**config.mk**
```make
export PLATFORM = sky130hd
export DESIGN_NAME = apb_master_ctrl_flat
export DESIGN_NICKNAME = d
export VERILOG_FILES = /design/src/rtl/apb_master_ctrl_if.sv /design/src/rtl/apb_master_ctrl.sv /design/src/flat_wrapper.sv
export SDC_FILE = /design/constraint.sdc
export NUM_CORES = 1
export LEC_CHECK = 0
export ABC_AREA = 1
export CAP_MARGIN = 0
export CORE_UTILIZATION = 37
export CTS_CLUSTER_DIAMETER = 200
export DETAILED_ROUTE_END_ITERATION = 7
export PLACE_DENSITY_LB_ADDON = 0.3
export REMOVE_ABC_BUFFERS = 1
export SKIP_LAST_GASP = 1
export SLEW_MARGIN = 20
export SYNTH_ARGS = -nofsm -noshare
export SYNTH_HDL_FRONTEND = slang
export SYNTH_SLANG_ARGS = --single-unit
```
**constraint.sdc**
```tcl
create_clock -name PCLK_i -period 2.9 [get_ports PCLK_i]
set_input_delay 0.58 -clock PCLK_i [delete_from_list [all_inputs] [get_ports PCLK_i]]
set_output_delay 0.58 -clock PCLK_i [all_outputs]
set_load 0.005 [all_outputs]
```
**src/rtl/apb_master_ctrl_if.sv**
```systemverilog
// Bundle of the command, response and APB signals seen by apb_master_ctrl.
// The master modport is the controller's view; slave is the environment view.
interface apb_master_ctrl_if #(
   parameter int ID_NUM = 4,
   parameter int ADDR_W = 12,
   parameter int DATA_W = 32
);
   localparam int STRB_W = DATA_W / 8;
   localparam int WR_W   = ID_NUM + ADDR_W + STRB_W + DATA_W;
   localparam int RD_W   = ID_NUM + ADDR_W;
   localparam int RSP_W  = 1 + ID_NUM + DATA_W + 1;

   // write command FIFO side: {id, addr, strb, data}
   logic              wr_vld_i;
   logic              wr_rdy_o;
   logic [WR_W-1:0]   wr_payload_i;
   // read command FIFO side: {id, addr}
   logic              rd_vld_i;
   logic              rd_rdy_o;
   logic [RD_W-1:0]   rd_payload_i;
   // response record: {is_wr, id, rdata, err}
   logic              rsp_vld_o;
   logic              rsp_rdy_i;
   logic [RSP_W-1:0]  rsp_payload_o;
   // APB bus
   logic              PSEL_o;
   logic              PENABLE_o;
   logic              PWRITE_o;
   logic [ADDR_W-1:0] PADDR_o;
   logic [DATA_W-1:0] PWDATA_o;
   logic [STRB_W-1:0] PSTRB_o;
   logic [DATA_W-1:0] PRDATA_i;
   logic              PREADY_i;
   logic              PSLVERR_i;

   modport master (
      input  wr_vld_i, wr_payload_i, rd_vld_i, rd_payload_i, rsp_rdy_i,
             PRDATA_i, PREADY_i, PSLVERR_i,
      output wr_rdy_o, rd_rdy_o, rsp_vld_o, rsp_payload_o,
             PSEL_o, PENABLE_o, PWRITE_o, PADDR_o, PWDATA_o, PSTRB_o
   );

   modport slave (
      output wr_vld_i, wr_payload_i, rd_vld_i, rd_payload_i, rsp_rdy_i,
             PRDATA_i, PREADY_i, PSLVERR_i,
      input  wr_rdy_o, rd_rdy_o, rsp_vld_o, rsp_payload_o,
             PSEL_o, PENABLE_o, PWRITE_o, PADDR_o, PWDATA_o, PSTRB_o
   );
endinterface

```
**src/rtl/apb_master_ctrl.sv**
```systemverilog
// APB-side sequencer of the AXI-to-APB bridge. Pops write/read commands with
// round-robin arbitration, runs one SETUP/ACCESS transfer at a time, enforces
// a PREADY timeout and hands a response record back to the AXI side.
module apb_master_ctrl #(
   parameter int ID_NUM      = 4,
   parameter int ADDR_W      = 12,
   parameter int DATA_W      = 32,
   parameter int TIMEOUT_CYC = 255
) (
   input  logic              PCLK_i,
   input  logic              PRESET_i,
   apb_master_ctrl_if.master bus,
   output logic              busy_o
);
   localparam int STRB_W = DATA_W / 8;
   // counter holds 0..TIMEOUT_CYC-1; a disabled timeout keeps a 1-bit stub
   localparam int CNT_W   = (TIMEOUT_CYC > 0) ? $clog2(TIMEOUT_CYC + 1) : 1;
   localparam int TO_LAST = (TIMEOUT_CYC > 0) ? TIMEOUT_CYC - 1 : 0;
   localparam logic [CNT_W-1:0] TO_LAST_C = CNT_W'(TO_LAST);

   typedef enum logic [1:0] {S_IDLE, S_SETUP, S_ACCESS, S_RESP} state_e;

   state_e            state_q, state_d;
   logic              last_wr_q, last_wr_d;   // 1: last grant went to write
   logic              is_wr_q, is_wr_d;
   logic [ID_NUM-1:0] id_q, id_d;
   logic [ADDR_W-1:0] addr_q, addr_d;
   logic [STRB_W-1:0] strb_q, strb_d;
   logic [DATA_W-1:0] wdata_q, wdata_d;
   logic [DATA_W-1:0] rdata_q, rdata_d;
   logic              err_q, err_d;
   logic [CNT_W-1:0]  cnt_q, cnt_d;

   logic [ID_NUM-1:0] wr_id, rd_id;
   logic [ADDR_W-1:0] wr_addr, rd_addr;
   logic [STRB_W-1:0] wr_strb;
   logic [DATA_W-1:0] wr_data;
   logic              grant_pt, grant_wr, grant_rd, timeout;

   assign {wr_id, wr_addr, wr_strb, wr_data} = bus.wr_payload_i;
   assign {rd_id, rd_addr}                   = bus.rd_payload_i;

   // A grant may happen in IDLE or at the RESP handoff. Gating with reset keeps
   // the FIFOs from being popped while the command registers are held clear.
   assign grant_pt = !PRESET_i &&
                     ((state_q == S_IDLE) || (state_q == S_RESP && bus.rsp_rdy_i));
   // On a tie the side opposite the last grant wins.
   assign grant_wr = grant_pt && bus.wr_vld_i && (!bus.rd_vld_i || !last_wr_q);
   assign grant_rd = grant_pt && bus.rd_vld_i && !grant_wr;
   // Last ACCESS cycle allowed without PREADY; never fires when disabled.
   assign timeout  = (TIMEOUT_CYC > 0) && (cnt_q == TO_LAST_C);

   // Next-state, command capture and response capture.
   always_comb begin
      state_d   = state_q;
      last_wr_d = last_wr_q;
      is_wr_d   = is_wr_q;
      id_d      = id_q;
      addr_d    = addr_q;
      strb_d    = strb_q;
      wdata_d   = wdata_q;
      rdata_d   = rdata_q;
      err_d     = err_q;
      cnt_d     = cnt_q;

      case (state_q)
         S_IDLE:   state_d = S_IDLE;
         S_SETUP:  state_d = S_ACCESS;
         S_ACCESS: begin
            cnt_d = cnt_q + 1'b1;
            // PREADY takes priority over a timeout landing in the same cycle
            if (bus.PREADY_i) begin
               err_d   = bus.PSLVERR_i;
               rdata_d = is_wr_q ? '0 : bus.PRDATA_i;
               state_d = S_RESP;
            end else if (timeout) begin
               err_d   = 1'b1;
               rdata_d = '0;
               state_d = S_RESP;
            end
         end
         S_RESP:   if (bus.rsp_rdy_i) state_d = S_IDLE;
         default:  state_d = S_IDLE;
      endcase

      // A grant overrides the IDLE/RESP outcome above and starts a new transfer.
      if (grant_wr) begin
         is_wr_d   = 1'b1;
         id_d      = wr_id;
         addr_d    = wr_addr;
         strb_d    = wr_strb;
         wdata_d   = wr_data;
         last_wr_d = 1'b1;
         cnt_d     = '0;
         state_d   = S_SETUP;
      end else if (grant_rd) begin
         // reads present zero strobes and data on the bus
         is_wr_d   = 1'b0;
         id_d      = rd_id;
         addr_d    = rd_addr;
         strb_d    = '0;
         wdata_d   = '0;
         last_wr_d = 1'b0;
         cnt_d     = '0;
         state_d   = S_SETUP;
      end
   end

   // State and datapath registers, cleared asynchronously.
   always_ff @(posedge PCLK_i or posedge PRESET_i) begin
      if (PRESET_i) begin
         state_q   <= S_IDLE;
         last_wr_q <= 1'b0;
         is_wr_q   <= 1'b0;
         id_q      <= '0;
         addr_q    <= '0;
         strb_q    <= '0;
         wdata_q   <= '0;
         rdata_q   <= '0;
         err_q     <= 1'b0;
         cnt_q     <= '0;
      end else begin
         state_q   <= state_d;
         last_wr_q <= last_wr_d;
         is_wr_q   <= is_wr_d;
         id_q      <= id_d;
         addr_q    <= addr_d;
         strb_q    <= strb_d;
         wdata_q   <= wdata_d;
         rdata_q   <= rdata_d;
         err_q     <= err_d;
         cnt_q     <= cnt_d;
      end
   end

   // Bus controls decode straight from state so reset drops them at once;
   // address/data come from the command registers and hold while idle.
   assign bus.PSEL_o        = (state_q == S_SETUP) || (state_q == S_ACCESS);
   assign bus.PENABLE_o     = (state_q == S_ACCESS);
   assign bus.PWRITE_o      = is_wr_q;
   assign bus.PADDR_o       = addr_q;
   assign bus.PWDATA_o      = wdata_q;
   assign bus.PSTRB_o       = strb_q;
   assign bus.wr_rdy_o      = grant_wr;
   assign bus.rd_rdy_o      = grant_rd;
   assign bus.rsp_vld_o     = (state_q == S_RESP);
   assign bus.rsp_payload_o = {is_wr_q, id_q, rdata_q, err_q};
   assign busy_o            = (state_q != S_IDLE);
endmodule
```
**src/flat_wrapper.sv**
```systemverilog
// flat-port wrapper written by rule: the top's interface ports become plain ports
module apb_master_ctrl_flat 
#(
   parameter int ID_NUM      = 4,
   parameter int ADDR_W      = 12,
   parameter int DATA_W      = 32,
   parameter int TIMEOUT_CYC = 255
)
  (PCLK_i, PRESET_i, busy_o, bus_wr_vld_i, bus_wr_payload_i, bus_rd_vld_i, bus_rd_payload_i, bus_rsp_rdy_i, bus_PRDATA_i, bus_PREADY_i, bus_PSLVERR_i, bus_wr_rdy_o, bus_rd_rdy_o, bus_rsp_vld_o, bus_rsp_payload_o, bus_PSEL_o, bus_PENABLE_o, bus_PWRITE_o, bus_PADDR_o, bus_PWDATA_o, bus_PSTRB_o);
  apb_master_ctrl_if #(.ID_NUM(ID_NUM), .ADDR_W(ADDR_W), .DATA_W(DATA_W)) bus_i ();
  input  logic PCLK_i;
  input  logic PRESET_i;
  output logic busy_o;
  input wire logic [$bits(bus_i.wr_vld_i)-1:0] bus_wr_vld_i;
  input wire logic [$bits(bus_i.wr_payload_i)-1:0] bus_wr_payload_i;
  input wire logic [$bits(bus_i.rd_vld_i)-1:0] bus_rd_vld_i;
  input wire logic [$bits(bus_i.rd_payload_i)-1:0] bus_rd_payload_i;
  input wire logic [$bits(bus_i.rsp_rdy_i)-1:0] bus_rsp_rdy_i;
  input wire logic [$bits(bus_i.PRDATA_i)-1:0] bus_PRDATA_i;
  input wire logic [$bits(bus_i.PREADY_i)-1:0] bus_PREADY_i;
  input wire logic [$bits(bus_i.PSLVERR_i)-1:0] bus_PSLVERR_i;
  output wire logic [$bits(bus_i.wr_rdy_o)-1:0] bus_wr_rdy_o;
  output wire logic [$bits(bus_i.rd_rdy_o)-1:0] bus_rd_rdy_o;
  output wire logic [$bits(bus_i.rsp_vld_o)-1:0] bus_rsp_vld_o;
  output wire logic [$bits(bus_i.rsp_payload_o)-1:0] bus_rsp_payload_o;
  output wire logic [$bits(bus_i.PSEL_o)-1:0] bus_PSEL_o;
  output wire logic [$bits(bus_i.PENABLE_o)-1:0] bus_PENABLE_o;
  output wire logic [$bits(bus_i.PWRITE_o)-1:0] bus_PWRITE_o;
  output wire logic [$bits(bus_i.PADDR_o)-1:0] bus_PADDR_o;
  output wire logic [$bits(bus_i.PWDATA_o)-1:0] bus_PWDATA_o;
  output wire logic [$bits(bus_i.PSTRB_o)-1:0] bus_PSTRB_o;
  assign bus_i.wr_vld_i = bus_wr_vld_i;
  assign bus_i.wr_payload_i = bus_wr_payload_i;
  assign bus_i.rd_vld_i = bus_rd_vld_i;
  assign bus_i.rd_payload_i = bus_rd_payload_i;
  assign bus_i.rsp_rdy_i = bus_rsp_rdy_i;
  assign bus_i.PRDATA_i = bus_PRDATA_i;
  assign bus_i.PREADY_i = bus_PREADY_i;
  assign bus_i.PSLVERR_i = bus_PSLVERR_i;
  assign bus_wr_rdy_o = bus_i.wr_rdy_o;
  assign bus_rd_rdy_o = bus_i.rd_rdy_o;
  assign bus_rsp_vld_o = bus_i.rsp_vld_o;
  assign bus_rsp_payload_o = bus_i.rsp_payload_o;
  assign bus_PSEL_o = bus_i.PSEL_o;
  assign bus_PENABLE_o = bus_i.PENABLE_o;
  assign bus_PWRITE_o = bus_i.PWRITE_o;
  assign bus_PADDR_o = bus_i.PADDR_o;
  assign bus_PWDATA_o = bus_i.PWDATA_o;
  assign bus_PSTRB_o = bus_i.PSTRB_o;
  apb_master_ctrl #(.ID_NUM(ID_NUM), .ADDR_W(ADDR_W), .DATA_W(DATA_W), .TIMEOUT_CYC(TIMEOUT_CYC)) u_core (.PCLK_i(PCLK_i), .PRESET_i(PRESET_i), .bus(bus_i), .busy_o(busy_o));
endmodule
```
==> metrics.yaml, run 1 <==
global_routing:
  top_usage_layer: "met2"
  overflow: 0
  grt_pass1_vias: 3900
  antenna_found_initial: 0
  grt_pass1_wl_um: 18100
  grt_max_degree: 67
  grt_use_met2: 0.3392
  grt_use_met3: 0.06817
  track_usage: 0.1985
  grt.met1_usage: 0.2343
die:
  start_util: 0.3868
  die_w_um: 109.6
  dieArea_um2: 12020
  design.core.area_um2: 11080
  die_h_um: 109.6
  num_io_pins: 200
  rows: 38
worst_setup_path:
  arrival_ps: 2080
  slowest_delay_ps: 520
  path_max_fanout: 3
  crit_chain: "clkdlybuf4s50_1 > nand2_1 > a21oi_4 > nand3_4 > inv_2 > clkdlybuf4s50_1"
  crit_required_ps: 2320
  reg2reg_to: "u_core.bus.PADDR_o[9]"
  timing.rr.start: "u_core.state_q[0]"
  crit_top_cell: "clkdlybuf4s50_1"
  cp_num_buf_inv: 3
  r2r_cells: 10
  cp-end-kind: "output pin"
  timing.setup.critical_path_class: "in2out"
  slowest_stage: "clkdlybuf4s50_1"
  critPathLaunchType: "primary input"
  r2r_setup_slack_ps: 890
  cp_top_family: "buffers and inverters"
routing:
  vias: 3882
  postRouteAntennaNets: 0
  drcViolationCount: 0
  routed_wl_um: 11390
  wl_per_cell_um: 13.39
  firstDrtPassIters: 4
  drtIter0Drc: 127
  viasPerCell: 4.562
sta:
  skew_ps: 4.399
  worst_pin_slew_ps: 574.8
  max_clock_freq_mhz: 375.8
  final-hold-violation-count: 0
  slew_violations: 0
  finalCriticalPeriod_ps: 2661
  post-route-period-util: 0.9176
  rsz0062_at_grt: "no"
  slew_headroom: 0.6168
  finalSetupViolCount: 0
finish:
  fin_nets: 819
  area_delta_synth_final_pct: 56.29
  diodes: 0
  final_core_util: 0.6046
  final_common_cell: "nand2_1"
  fillers: 980
  drive_gt1_frac: 0.07595
  mostFrequentLayoutCells: "252 x nand2_1, 199 x clkdlybuf4s50_1, 96 x dfrtp_1"
  final_cell_area_um2: 6698
placement:
  gp_congestion: 0.7538
  io_buffers: 199
  dp_hpwl_um: 8284
  dpl_cell_area_um2: 6390
cts:
  clkSinkCount: 96
  cts_htree_levels: 3
  cts_resized: 0
  clk_latency_ps: 340
  cts_tree: "yes"
  numCtsBuffers: 9
  root_buffer: "clkbuf_16"
  ctsLongestPathBuffers: 2
  postCtsSetupBuffers: 0
  postCtsHoldBufs: 0
  cts.clk_slew.worst_paths_ps: 60
power_and_ir_drop:
  pwr_density_cell_nw_per_um2: 915.7
  power_frac_clock: 0.198
  p_int_mw: 4.184
  p_sw_frac: 0.3177
  seqPwrFrac: 0.370
  pwr-share-comb: 0.432
  leakagePower_nw: 3.236
  netSwitchingPower_mw: 1.948
  ir_drop_mv: 0.4953
hold_path:
  min_to: "u_core.bus.PWDATA_o[25]"
  whs_path_depth: 2
  hp-start: "u_core.bus.PWDATA_o[25]"
  hp-class: "reg2reg"
logic_synthesis:
  syn_area_per_cell_um2: 8.321
  synth-seq-area-share: 0.5606
  synth_warnings: 0
  synth_seq_cells: 96
  syn_area_um2: 4285
  ys_types: 27
  synthCells: 515
status:
  status: "finished, final reports clean"
job:
  maxCapViolCount: 0
-- metal layers --
metal,share of wire,up-vias
met4,0.014,0
li1,-,1946
met1,0.41,1806
met5,0,-
met3,0.070,15
met2,0.50,115
-- cell families after synthesis --
kind of cell	count (synthesis)	synth area share
adders and majority gates	5	0.01460
buffers and inverters	71	0.07766
and+or+nand+nor	303	0.2841
AOI/OAI and AO/OA	38	0.05898
xor gates and xnor gates	2	0.004088
DFF	96	0.5606
-- final cells by class --
class | instances | area [um^2] | share of cell area
clock inverters | 2 | 37.54 | 0.005604
multi-input cells | 348 | 1564 | 0.2335
clock buffers | 13 | 270.3 | 0.04035
repair buffers | 207 | 2077 | 0.3101
inverters | 45 | 171.4 | 0.02559
flip-flops and latches | 96 | 2402 | 0.3587
well taps | 140 | 175.2 | 0.02615
-- worst reg2reg max path, cell delays in order, from the launching register on --
cell and delay, ps:
dfrtp_1 400, inv_1 90, ha_1 150, inv_1 70, a21oi_4 220, nand3_4 100
inv_2 110, buf_4 460, nand2_1 140, nand3_1 100, nand2_1 50
-- synthesized netlist by cell type (all sizes together) --
cell type    n  area share
a21oi        2      0.0050
a31oi        2      0.0029
buf         21       0.034
clkbuf       5      0.0044
dfrtp       96        0.56
ha           5       0.015
inv         45       0.039
nand2      262        0.24
nand3       21       0.027
nor2        15       0.014
nor3         2      0.0023
nor3b        1      0.0018
nor4         1      0.0015
o21ai       34       0.051
or2          1      0.0015
xnor2        1      0.0020
xor2         1      0.0020
-- power groups by stage --
stage               sequential, mW  combinational (mW)  clock (mW)
global placement              2.25                2.63           0
floorplan                     2.30               0.957           0
CTS                           2.27                2.69        1.25
global route                  2.34                2.92        1.31
detailed placement            2.28                2.68           0
finish                        2.27                2.65        1.21
-- registers in the layout, summed over array words and instances (netlist names) --
| signal | cells |
|---|---|
| u_core.bus.PSTRB_o | 4 |
| u_core.id_q | 4 |
| u_core.rdata_q | 32 |
| u_core.bus.PWDATA_o | 32 |
| u_core.state_q | 2 |
| u_core.err_q | 1 |
| u_core.last_wr_q | 1 |
| u_core.bus.PADDR_o | 12 |
| u_core.cnt_q | 8 |
-- per-stage QoR --
step                hold slack, ps  total power, mW  instances  TNS [ps]  setup slack, ps
floorplan                    472.4            3.260        489    -34720           -758.7
global placement             460.7            4.882        836         0            233.1
detailed placement           463.8            4.965        836         0            213.8
CTS                          481.6            6.222        851         0            212.5
global route                 494.5            6.565        851         0            167.0
finish                       478.5            6.133        851         0            238.8
-- worst max path at each step --
stage	start	to	slack (ps)	cells past startpoint
final	bus_rsp_rdy_i	bus_wr_rdy_o	240	6
after floorplan	bus_rd_vld_i	u_core.bus.PADDR_o[0]	-760	4
after global routing	bus_rsp_rdy_i	bus_wr_rdy_o	170	6
after global placement	bus_rsp_rdy_i	bus_wr_rdy_o	230	6
after detailed placement	bus_rsp_rdy_i	bus_wr_rdy_o	210	6
after CTS	bus_rsp_rdy_i	bus_wr_rdy_o	210	6
No activity file was read; power rests on OpenSTA's default activity.
==> run 2: changes to the inputs <==
--- a/config.mk
+++ b/config.mk
@@ -13,7 +13,7 @@
 export PLACE_DENSITY_LB_ADDON = 0.3
 export REMOVE_ABC_BUFFERS = 1
 export SKIP_LAST_GASP = 1
-export SLEW_MARGIN = 20
+export SLEW_MARGIN = 10
 export SYNTH_ARGS = -nofsm -noshare
 export SYNTH_HDL_FRONTEND = slang
 export SYNTH_SLANG_ARGS = --single-unit
==> results of run 2 <==
Final layout, timing and power as in run 1 (identical DEF).
==> run 3: changes to the inputs <==
--- a/config.mk
+++ b/config.mk
@@ -10,6 +10,7 @@
 export CORE_UTILIZATION = 37
 export CTS_CLUSTER_DIAMETER = 200
 export DETAILED_ROUTE_END_ITERATION = 7
+export GPL_ROUTABILITY_DRIVEN = 0
 export PLACE_DENSITY_LB_ADDON = 0.3
 export REMOVE_ABC_BUFFERS = 1
 export SKIP_LAST_GASP = 1
==> results of run 3 <==
Final layout, timing and power as in run 1 (identical DEF).
